## src/rtl/program_counter.sv

```systemverilog
// Program-counter register for the single-cycle RV32I core: loads PCnext or PC+ImmExt.
// Optional macro PC_ALIGN_EN forces the registered next value to be word-aligned.
module program_counter #(
   parameter logic [31:0] RESET_VECTOR = 32'h0000_0000
) (
   input  logic        clk,
   input  logic        Areset,
   input  logic [31:0] PCnext,
   input  logic [31:0] ImmExt,
   input  logic        PCSrc,
   input  logic        load,
   output logic [31:0] PC
);

   logic [31:0] branch_target_s;
   logic [31:0] next_s;
   logic [31:0] pc_r;

   // Carry-out dropped on purpose: PC-relative targets wrap silently mod 2^32.
   assign branch_target_s = pc_r + ImmExt;

   // Next-PC select, with optional word alignment of the selected address.
   always_comb begin
      next_s = PCnext;
      if (PCSrc) begin
         next_s = branch_target_s;
      end else begin
         next_s = PCnext;
      end
`ifdef PC_ALIGN_EN
      next_s[1:0] = 2'b00;
`else
      next_s[1:0] = next_s[1:0];
`endif
   end

   // PC register: asynchronous reset to the vector, load-enabled update otherwise.
   always_ff @(posedge clk or negedge Areset) begin
      if (!Areset) begin
         pc_r <= RESET_VECTOR;
      end else if (load) begin
         pc_r <= next_s;
      end else begin
         pc_r <= pc_r;
      end
   end

   assign PC = pc_r;

endmodule

```

## config.mk

```make
export PLATFORM = sky130hd
export DESIGN_NAME = program_counter
export DESIGN_NICKNAME = d
export VERILOG_FILES = /design/src/rtl/program_counter.sv
export SDC_FILE = /design/constraint.sdc
export NUM_CORES = 1
export LEC_CHECK = 0
export BUFFER_PORTS_ARGS = -buffer_cell sky130_fd_sc_hd__buf_2
export CAP_MARGIN = 20
export CORE_UTILIZATION = 30
export DETAILED_ROUTE_END_ITERATION = 8
export HOLD_SLACK_MARGIN = 0.12
export PLACE_DENSITY_LB_ADDON = 0.08
export SYNTH_ARGS = -nofsm -noshare
export SYNTH_HDL_FRONTEND = slang
export SYNTH_SLANG_ARGS = --single-unit
```

## constraint.sdc

```tcl
create_clock -name clk -period 8.4 [get_ports clk]
set_input_delay 0.42 -clock clk [delete_from_list [all_inputs] [get_ports clk]]
set_output_delay 0.42 -clock clk [all_outputs]
set_load 0.02 [all_outputs]
```

After elaboration in Yosys (flattened, before gate mapping)
Index checks and enable logic that the tools add are counted.
{ "op_classes": {"addsub": 1, "mux": 1} }
{ "ops": {"columns": ["op", "n"], "rows": [
  ["32-bit adder", 1],
  ["32-bit 2-to-1 mux", 1]
]} }
{ "totals": {"word_cells": 3, "input_bits": 68, "out_inout_bits": 32, "regBits": 32} }

Logic depth before layout (Yosys ltp)
Gate-level depths: netlist (run 1).
{ "logic_depth": {"word_depth": 2, "depth_mapped": 11} }

Least setup slack after synthesis (run 1)
Ideal clock, no wire load.
{ "synth_path": {"kind": "reg2reg", "start": "register pc_r[0], in the netlist PC[0]", "end": "register pc_r[30], in the netlist PC[30]", "setup_slack_ps": 5525, "t_arrival_ps": 2748, "path_buffers": 0, "path_stages_with_launch": 12, "synth_period_minus_slack_ps": 2875, "setup_ps": 126, "required_ps": 8274, "path_cell_list": "dfrtp_1 ha_1 fa_1 a21o_1 a221oi_2 o21a_4 a211oi_4 nor3_2 o41a_1 o21ai_2 mux2i_1 a311o_1"} }
{ "synth_between": {"elab_chain_cells": 2} }
{ "synth_rtl": {"columns": ["element", "line_no", "rtl"], "rows": [
  ["start: declaration", "17", "logic [31:0] pc_r;"],
  ["start signal: assignment", "42", "pc_r <= next_s;"],
  ["start signal: assignment", "44", "pc_r <= pc_r;"],
  ["32-bit adder", "20", "assign branch_target_s = pc_r + ImmExt;"],
  ["32-bit 2-to-1 mux", "25", "if (PCSrc) begin"]
]} }
Every way passes these cells.
A chain may end at the register's enable or synchronous reset.

Final worst setup path (run 1)
{ "layout_path": {"start": "register pc_r[0], in the netlist PC[0]", "end": "register pc_r[20], in the netlist PC[20]"} }
Same word-level chain as after synthesis.

==> flow_metrics.env, run 1 <==
export IMPL_status="finished clean"
export IMPL_synth_area_leader_cell="dfrtp_1"
export IMPL_tritoncts="yes"
export IMPL_fin_skew_ps=3.75
export IMPL_place_gp_congestion=0.779
export IMPL_route_vias_total=3087
export IMPL_hold_buffers=0
export IMPL_cts_repair_resize_count=0
export IMPL_avgSynthCellArea_um2=8.49
export IMPL_wl_per_cell_um=15.3
export IMPL_synth_seq_cells=32
export IMPL_r2r_start="PC[0]"
export IMPL_cts_htree_levels=2
export IMPL_yosysMostFrequentCell="a21oi_1"
export IMPL_numCtsBuffers=5
export IMPL_drive_gt1_share_pct=25.2
export IMPL_grt_pass1_wl_um=15200
export IMPL_avgViaCountPerCell=5.04
export IMPL_drt_initial_drc_count=114
export IMPL_cp_end_kind="flip-flop"
export IMPL_ys_types=58
export IMPL_maxSlewViolCount=0
export IMPL_rsz0062_at_grt="false"
export IMPL_ys_flop_type="dfrtp_1"
export IMPL_ant_nets=0
export IMPL_post_cts_repair_setup_buffers=0
export IMPL_ir_drop_mv=0.0965
export IMPL_overflow=0
export IMPL_synth_edf_count=0
export IMPL_largest_register_ff_count=32
export IMPL_required_ps=8540
export IMPL_finalSetupViolCount=0
export IMPL_utilization_pct=37.3
export IMPL_r2r_slack_ps=5330
export IMPL_fp_dieW_um=107
export IMPL_diodes=0
export IMPL_relSlewSlack_pct=44.7
export IMPL_nets=575
export IMPL_cts_sinks=32
export IMPL_finalNonFillerCells=612
export IMPL_synth_area_leaders="dfrtp_1, ha_1, a21oi_1"
export IMPL_p_per_area_mw_per_mm2=314
export IMPL_io_buffers=99
export IMPL_insertion_delay_ps=280
export IMPL_dieArea_mm2=0.0114
export IMPL_finalHoldViolCount=0
export IMPL_fin_tns_setup_ps=0
export IMPL_rows=37
export IMPL_synth_top_area_share_pct=24.3
export IMPL_grt_antenna_before_repair=0
export IMPL_cts_root_buffer="clkbuf_8"
export IMPL_grt_pass1_vias=2992
export IMPL_synthTopCellsByCount="a21oi_1, nor2_1, dfrtp_1"
export IMPL_total_power_mw=1.23
export IMPL_hp_class="input pin to asynchronous set/reset pin"
export IMPL_routed_wirelength_um=9360
export IMPL_worstMarginPinSlew_ps=830
export IMPL_die_h_um=107
export IMPL_rr_worst_depth=11
export IMPL_cp_arrival_ps=3210
export IMPL_critPathKind="flip-flop to flip-flop"
export IMPL_clk_path_buf_depth=2
export IMPL_netlist_area_mm2=0.00330
export IMPL_p_leak_nw=1.84
export IMPL_async_flop_share_pct=100
export IMPL_critPathLaunchType="flip-flop"
export IMPL_synth_yosys_seq_area_share_pct=24.3
export IMPL_fin_crit_ps=3070
export IMPL_fp_coreArea_mm2=0.0105
export IMPL_fin_crit_sh_pct=36.5
export IMPL_clkTransAtPathRegs_ps=80
export IMPL_track_usage_pct=16.8
export IMPL_areaGrowthSynthToFinish_pct=18.8
export IMPL_ys_warn_count=0
export IMPL_cp_max_fo=4
export IMPL_initial_utilization_pct=31.4
export IMPL_drv_cap=0
export IMPL_placed_cells=604
export IMPL_io_pins=100
export IMPL_grt_max_degree=68
export IMPL_drcViolationCount=0
export IMPL_dp_hpwl_um=7280
export IMPL_fmax_mhz=326
export IMPL_worstReg2RegEnd="PC[20]"
export IMPL_syn_num_nets=488
export IMPL_firstDrtPassIters=4
export IMPL_synth_cells=388
cell type report:
type | instances | area [um^2]
clock inverters | 1 | 30.0
multi-input cells | 323 | 2260
clock buffers | 7 | 96.3
repair buffers | 101 | 510
well taps | 136 | 170
flip-flops and latches | 32 | 801
fillers | 1141 | 6590
inverters | 12 | 45.0
layout by cell type, fill, tap and decap left out, types with 3 or more instances in the layout:
cell	instances
nand3_1	10
a211oi_1	4
o211ai_1	4
nand4_1	7
nor2_1	40
xnor2_1	16
buf_2	99
nand2_1	27
o21ai_0	16
a31oi_1	4
a21o_1	10
nand3b_1	4
ha_1	31
dfrtp_1	32
mux2i_1	27
inv_1	12
clkbuf_8	7
o21a_1	4
xor2_1	10
a21o_2	3
a21oi_1	59
o41a_1	3
o22ai_1	3
nor2b_1	4
per-stage QoR:
| step | hold slack [ps] | worst slack, ps | cell area, um^2 |
|---|---|---|---|
| 6_report | 229 | 5330 | 3920 |
| 5_1_grt | 287 | 5040 | 3920 |
| 4_1_cts | 264 | 5280 | 3920 |
| 3_5_place_dp | 539 | 5180 | 3790 |
| 3_3_place_gp | 536 | 5290 | 3790 |
| 2_1_floorplan | 124 | 5530 | 3300 |
layer usage:
metal / wire, um / track usage, %
met4: 98 / 3.72
met1: 4610 / 23.5
met2: 4190 / 26.6
met5: 0 / 0
met3: 462 / 3.16
worst max-delay path by stage:
stage          endpoint  cells past startpoint  slack, ps       from
3_3_place_gp     PC[30]                     12       5290  ImmExt[0]
2_1_floorplan    PC[30]                     11       5530      PC[0]
3_5_place_dp     PC[20]                     12       5180  ImmExt[0]
4_1_cts          PC[20]                     11       5280      PC[0]
5_1_grt          PC[20]                     11       5040      PC[0]
6_report         PC[20]                     11       5330      PC[0]
critical path, cell delays in order, from the launching register on:
cell      delay, ps
dfrtp_1         400
ha_1            220
fa_1            400
a21o_1          220
a221oi_2        430
o21a_4          240
a211oi_4         70
nor3b_1         380
o21ai_0         160
xor2_1          160
mux2i_1         160
a21oi_1          80
where the power goes:
part	internal (mW)	leakage (nW)	switching (mW)
Clock	0.105	0.0645	0.0640
Combinational	0.332	1.42	0.475
Sequential	0.208	0.360	0.0459
logic make-up (layout without fill, tap and decap cells):
| group | after synthesis | after routing | synth area share, % |
|---|---|---|---|
| DFF | 32 | 32 | 24.3 |
| buffers and inverters | 33 | 121 | 7.06 |
| xor gates and xnor gates | 26 | 26 | 6.91 |
| AOI/OAI and AO/OA | 127 | 127 | 24.8 |
| adders and majority gates | 32 | 32 | 12.4 |
| muxes | 28 | 28 | 8.54 |
| and+or+nand+nor | 110 | 110 | 16.1 |
Power figures use the tool's default switching activity.
==> run 2: changes to the inputs <==
==> constraint.sdc (replaced) <==
create_clock -name clk -period 2.7 [get_ports clk]
set_input_delay 0.135 -clock clk [delete_from_list [all_inputs] [get_ports clk]]
set_output_delay 0.135 -clock clk [all_outputs]
set_load 0.02 [all_outputs]
==> run 2 against run 1 <==
Compared with the run above:
- design area is 13% higher
- hold slack worse by 97 ps
- worst setup slack worse by 5200 ps
- die area stayed put
- combinational power grew to 3.7 times the previous value
- non-clock buffer count is 47 higher
- via count is 6.1% higher
- final cell count is 7.7% higher
- utilization is 4.8 points higher
- register-to-register slack worse by 5200 ps
- routed wire length is 4.2% higher
- critical path type unchanged
==> flow_metrics.env, run 2 (same netlist as run 1, synthesis figures left out) <==
export IMPL_status="finished clean"
export IMPL_crit_family="compound AO/OA/AOI/OAI gates"
export IMPL_fp_dieW_um=107
export IMPL_fin_crit_sh_pct=96.9
export IMPL_rr_worst_depth=11
export IMPL_utilization_pct=42.1
export IMPL_r2r_slack_ps=80
export IMPL_fin_skew_ps=4.32
export IMPL_finalHoldViolCount=0
export IMPL_critPathLaunchType="flip-flop"
export IMPL_swShare_pct=46.6
export IMPL_r2r_start="PC[0]"
export IMPL_dieArea_mm2=0.0114
export IMPL_cp_num_buf_inv=0
export IMPL_critPathKind="flip-flop to flip-flop"
export IMPL_cts_root_buffer="clkbuf_8"
export IMPL_ant_nets=0
export IMPL_relSlewSlack_pct=45.8
export IMPL_cts_htree_levels=2
export IMPL_drcViolationCount=0
export IMPL_fp_coreArea_mm2=0.0105
export IMPL_final_cell_mix="buf_2, a21oi_1, buf_4, nor2_1, dfrtp_1"
export IMPL_intPower_mw=2.25
export IMPL_required_ps=2880
export IMPL_diodes=0
export IMPL_critPathMaxStageDelay_ps=430
export IMPL_numCtsBuffers=5
export IMPL_cp_end_kind="flip-flop"
export IMPL_track_usage_pct=17.7
export IMPL_route_vias_total=3276
export IMPL_crit_slowest_cell="dfrtp_2"
export IMPL_insertion_delay_ps=290
export IMPL_grt_pass1_vias=3272
export IMPL_cp_arrival_ps=2800
export IMPL_ir_drop_mv=0.324
export IMPL_largest_register_ff_count=32
export IMPL_routed_wirelength_um=9750
export IMPL_fmax_mhz=382
export IMPL_final_common_cell="buf_2"
export IMPL_grt_antenna_before_repair=0
export IMPL_areaGrowthSynthToFinish_pct=34.1
export IMPL_power_frac_comb_pct=71.4
export IMPL_cp_max_fo=3
export IMPL_rsz0062_at_grt="true"
export IMPL_p_leak_nw=2.06
export IMPL_fin_crit_ps=2620
export IMPL_clk_path_buf_depth=2
export IMPL_drive_gt1_share_pct=36.5
export IMPL_wl_per_cell_um=14.8
export IMPL_tritoncts="yes"
export IMPL_switchingPower_mw=1.96
export IMPL_drv_cap=0
export IMPL_overflow=0
export IMPL_firstDrtPassIters=4
export IMPL_grt_max_degree=37
export IMPL_maxSlewViolCount=0
export IMPL_crit_path_end="PC[30]"
export IMPL_finalSetupViolCount=0
export IMPL_worstMarginPinSlew_ps=812
export IMPL_cp_depth=11
export IMPL_grt_pass1_wl_um=16000
export IMPL_clkTransAtPathRegs_ps=70
export IMPL_nets=622
export IMPL_crit_start="PC[0]"
export IMPL_initial_utilization_pct=31.4
export IMPL_io_buffers=99
export IMPL_place_ws_ps=-86.1
export IMPL_die_h_um=107
export IMPL_rows=37
export IMPL_io_pins=100
export IMPL_avgViaCountPerCell=4.97
export IMPL_worstPathCellList="ha_4 > fa_2 > a21o_1 > a221oi_4 > o21a_4 > a211oi_4 > nor3_2 > o41a_1 > o21ai_2 > mux2i_1 > a311o_1"
export IMPL_drt_initial_drc_count=118
export IMPL_worstReg2RegEnd="PC[30]"
export IMPL_hp_class="input pin to flip-flop"
export IMPL_cts_sinks=32
export IMPL_setup_ws_ps=84.2
export IMPL_power_frac_clock_pct=9.7
export IMPL_p_per_area_mw_per_mm2=952
export IMPL_dp_hpwl_um=7710
export IMPL_place_gp_congestion=0.793
export IMPL_p_seq_share_pct=18.8
export IMPL_fin_tns_setup_ps=0
==> run 2: tightest hold or removal path, cell delays in order <==
cell	delay, ps
buf_2	70
mux2i_1	50
a21oi_1	120
==> run 2: how the worst min path moves through the flow <==
| stage | from | end | slack [ps] | cells after the start |
|---|---|---|---|---|
| floorplan | Areset | PC[0] | -160 | 0 |
| global placement | Areset | PC[8] | 290 | 1 |
| detailed placement | Areset | PC[9] | 290 | 1 |
| CTS | PCnext[29] | PC[29] | 130 | 3 |
| global route | PCnext[12] | PC[12] | 140 | 3 |
| finish | PCnext[22] | PC[22] | 130 | 3 |
==> run 2: timing repair <==
item                                    4_1_cts  5_1_grt
hold buffers                                  4        0
pin swaps                                     3        7
gates resized for setup                      11       25
endpoints found under the hold margin        35        0
buffers inserted                              0        2
endpoints found under the setup margin        5       13
==> run 2: metal layers <==
metal  share of wire, %  vias up  GRT usage (%)
met1                 50     1517           24.9
met4               0.70        0           4.21
met5                  0        -              0
met3                4.3        4           2.80
li1                   -     1689              -
met2                 45       66           28.3
==> run 2: power by group through the flow <==
stage	registers, mW	logic [mW]	clock network [mW]
after floorplan	0.991	1.82	0
after global placement	0.787	2.85	0
after detailed placement	0.790	2.84	0
after CTS	0.790	2.91	0.430
after global routing	0.824	3.34	0.445
final	0.793	3.00	0.409
==> run 2: cell type report <==
type,instances,area [um^2]
well taps,136,170
inverters,12,45.0
clock buffers,8,90.1
multi-input cells,323,2440
flip-flops and latches,32,802
repair buffers,148,873
fillers,1115,6090
==> run 2: stage by stage <==
stage | cells | power [mW] | instance area, um^2 | hold WS [ps]
after floorplan | 388 | 2.81 | 3310 | -161
after global placement | 645 | 3.64 | 4110 | 294
after CTS | 657 | 4.13 | 4300 | 126
final | 659 | 4.21 | 4420 | 132
after detailed placement | 645 | 3.63 | 4110 | 288
after global routing | 659 | 4.60 | 4420 | 142
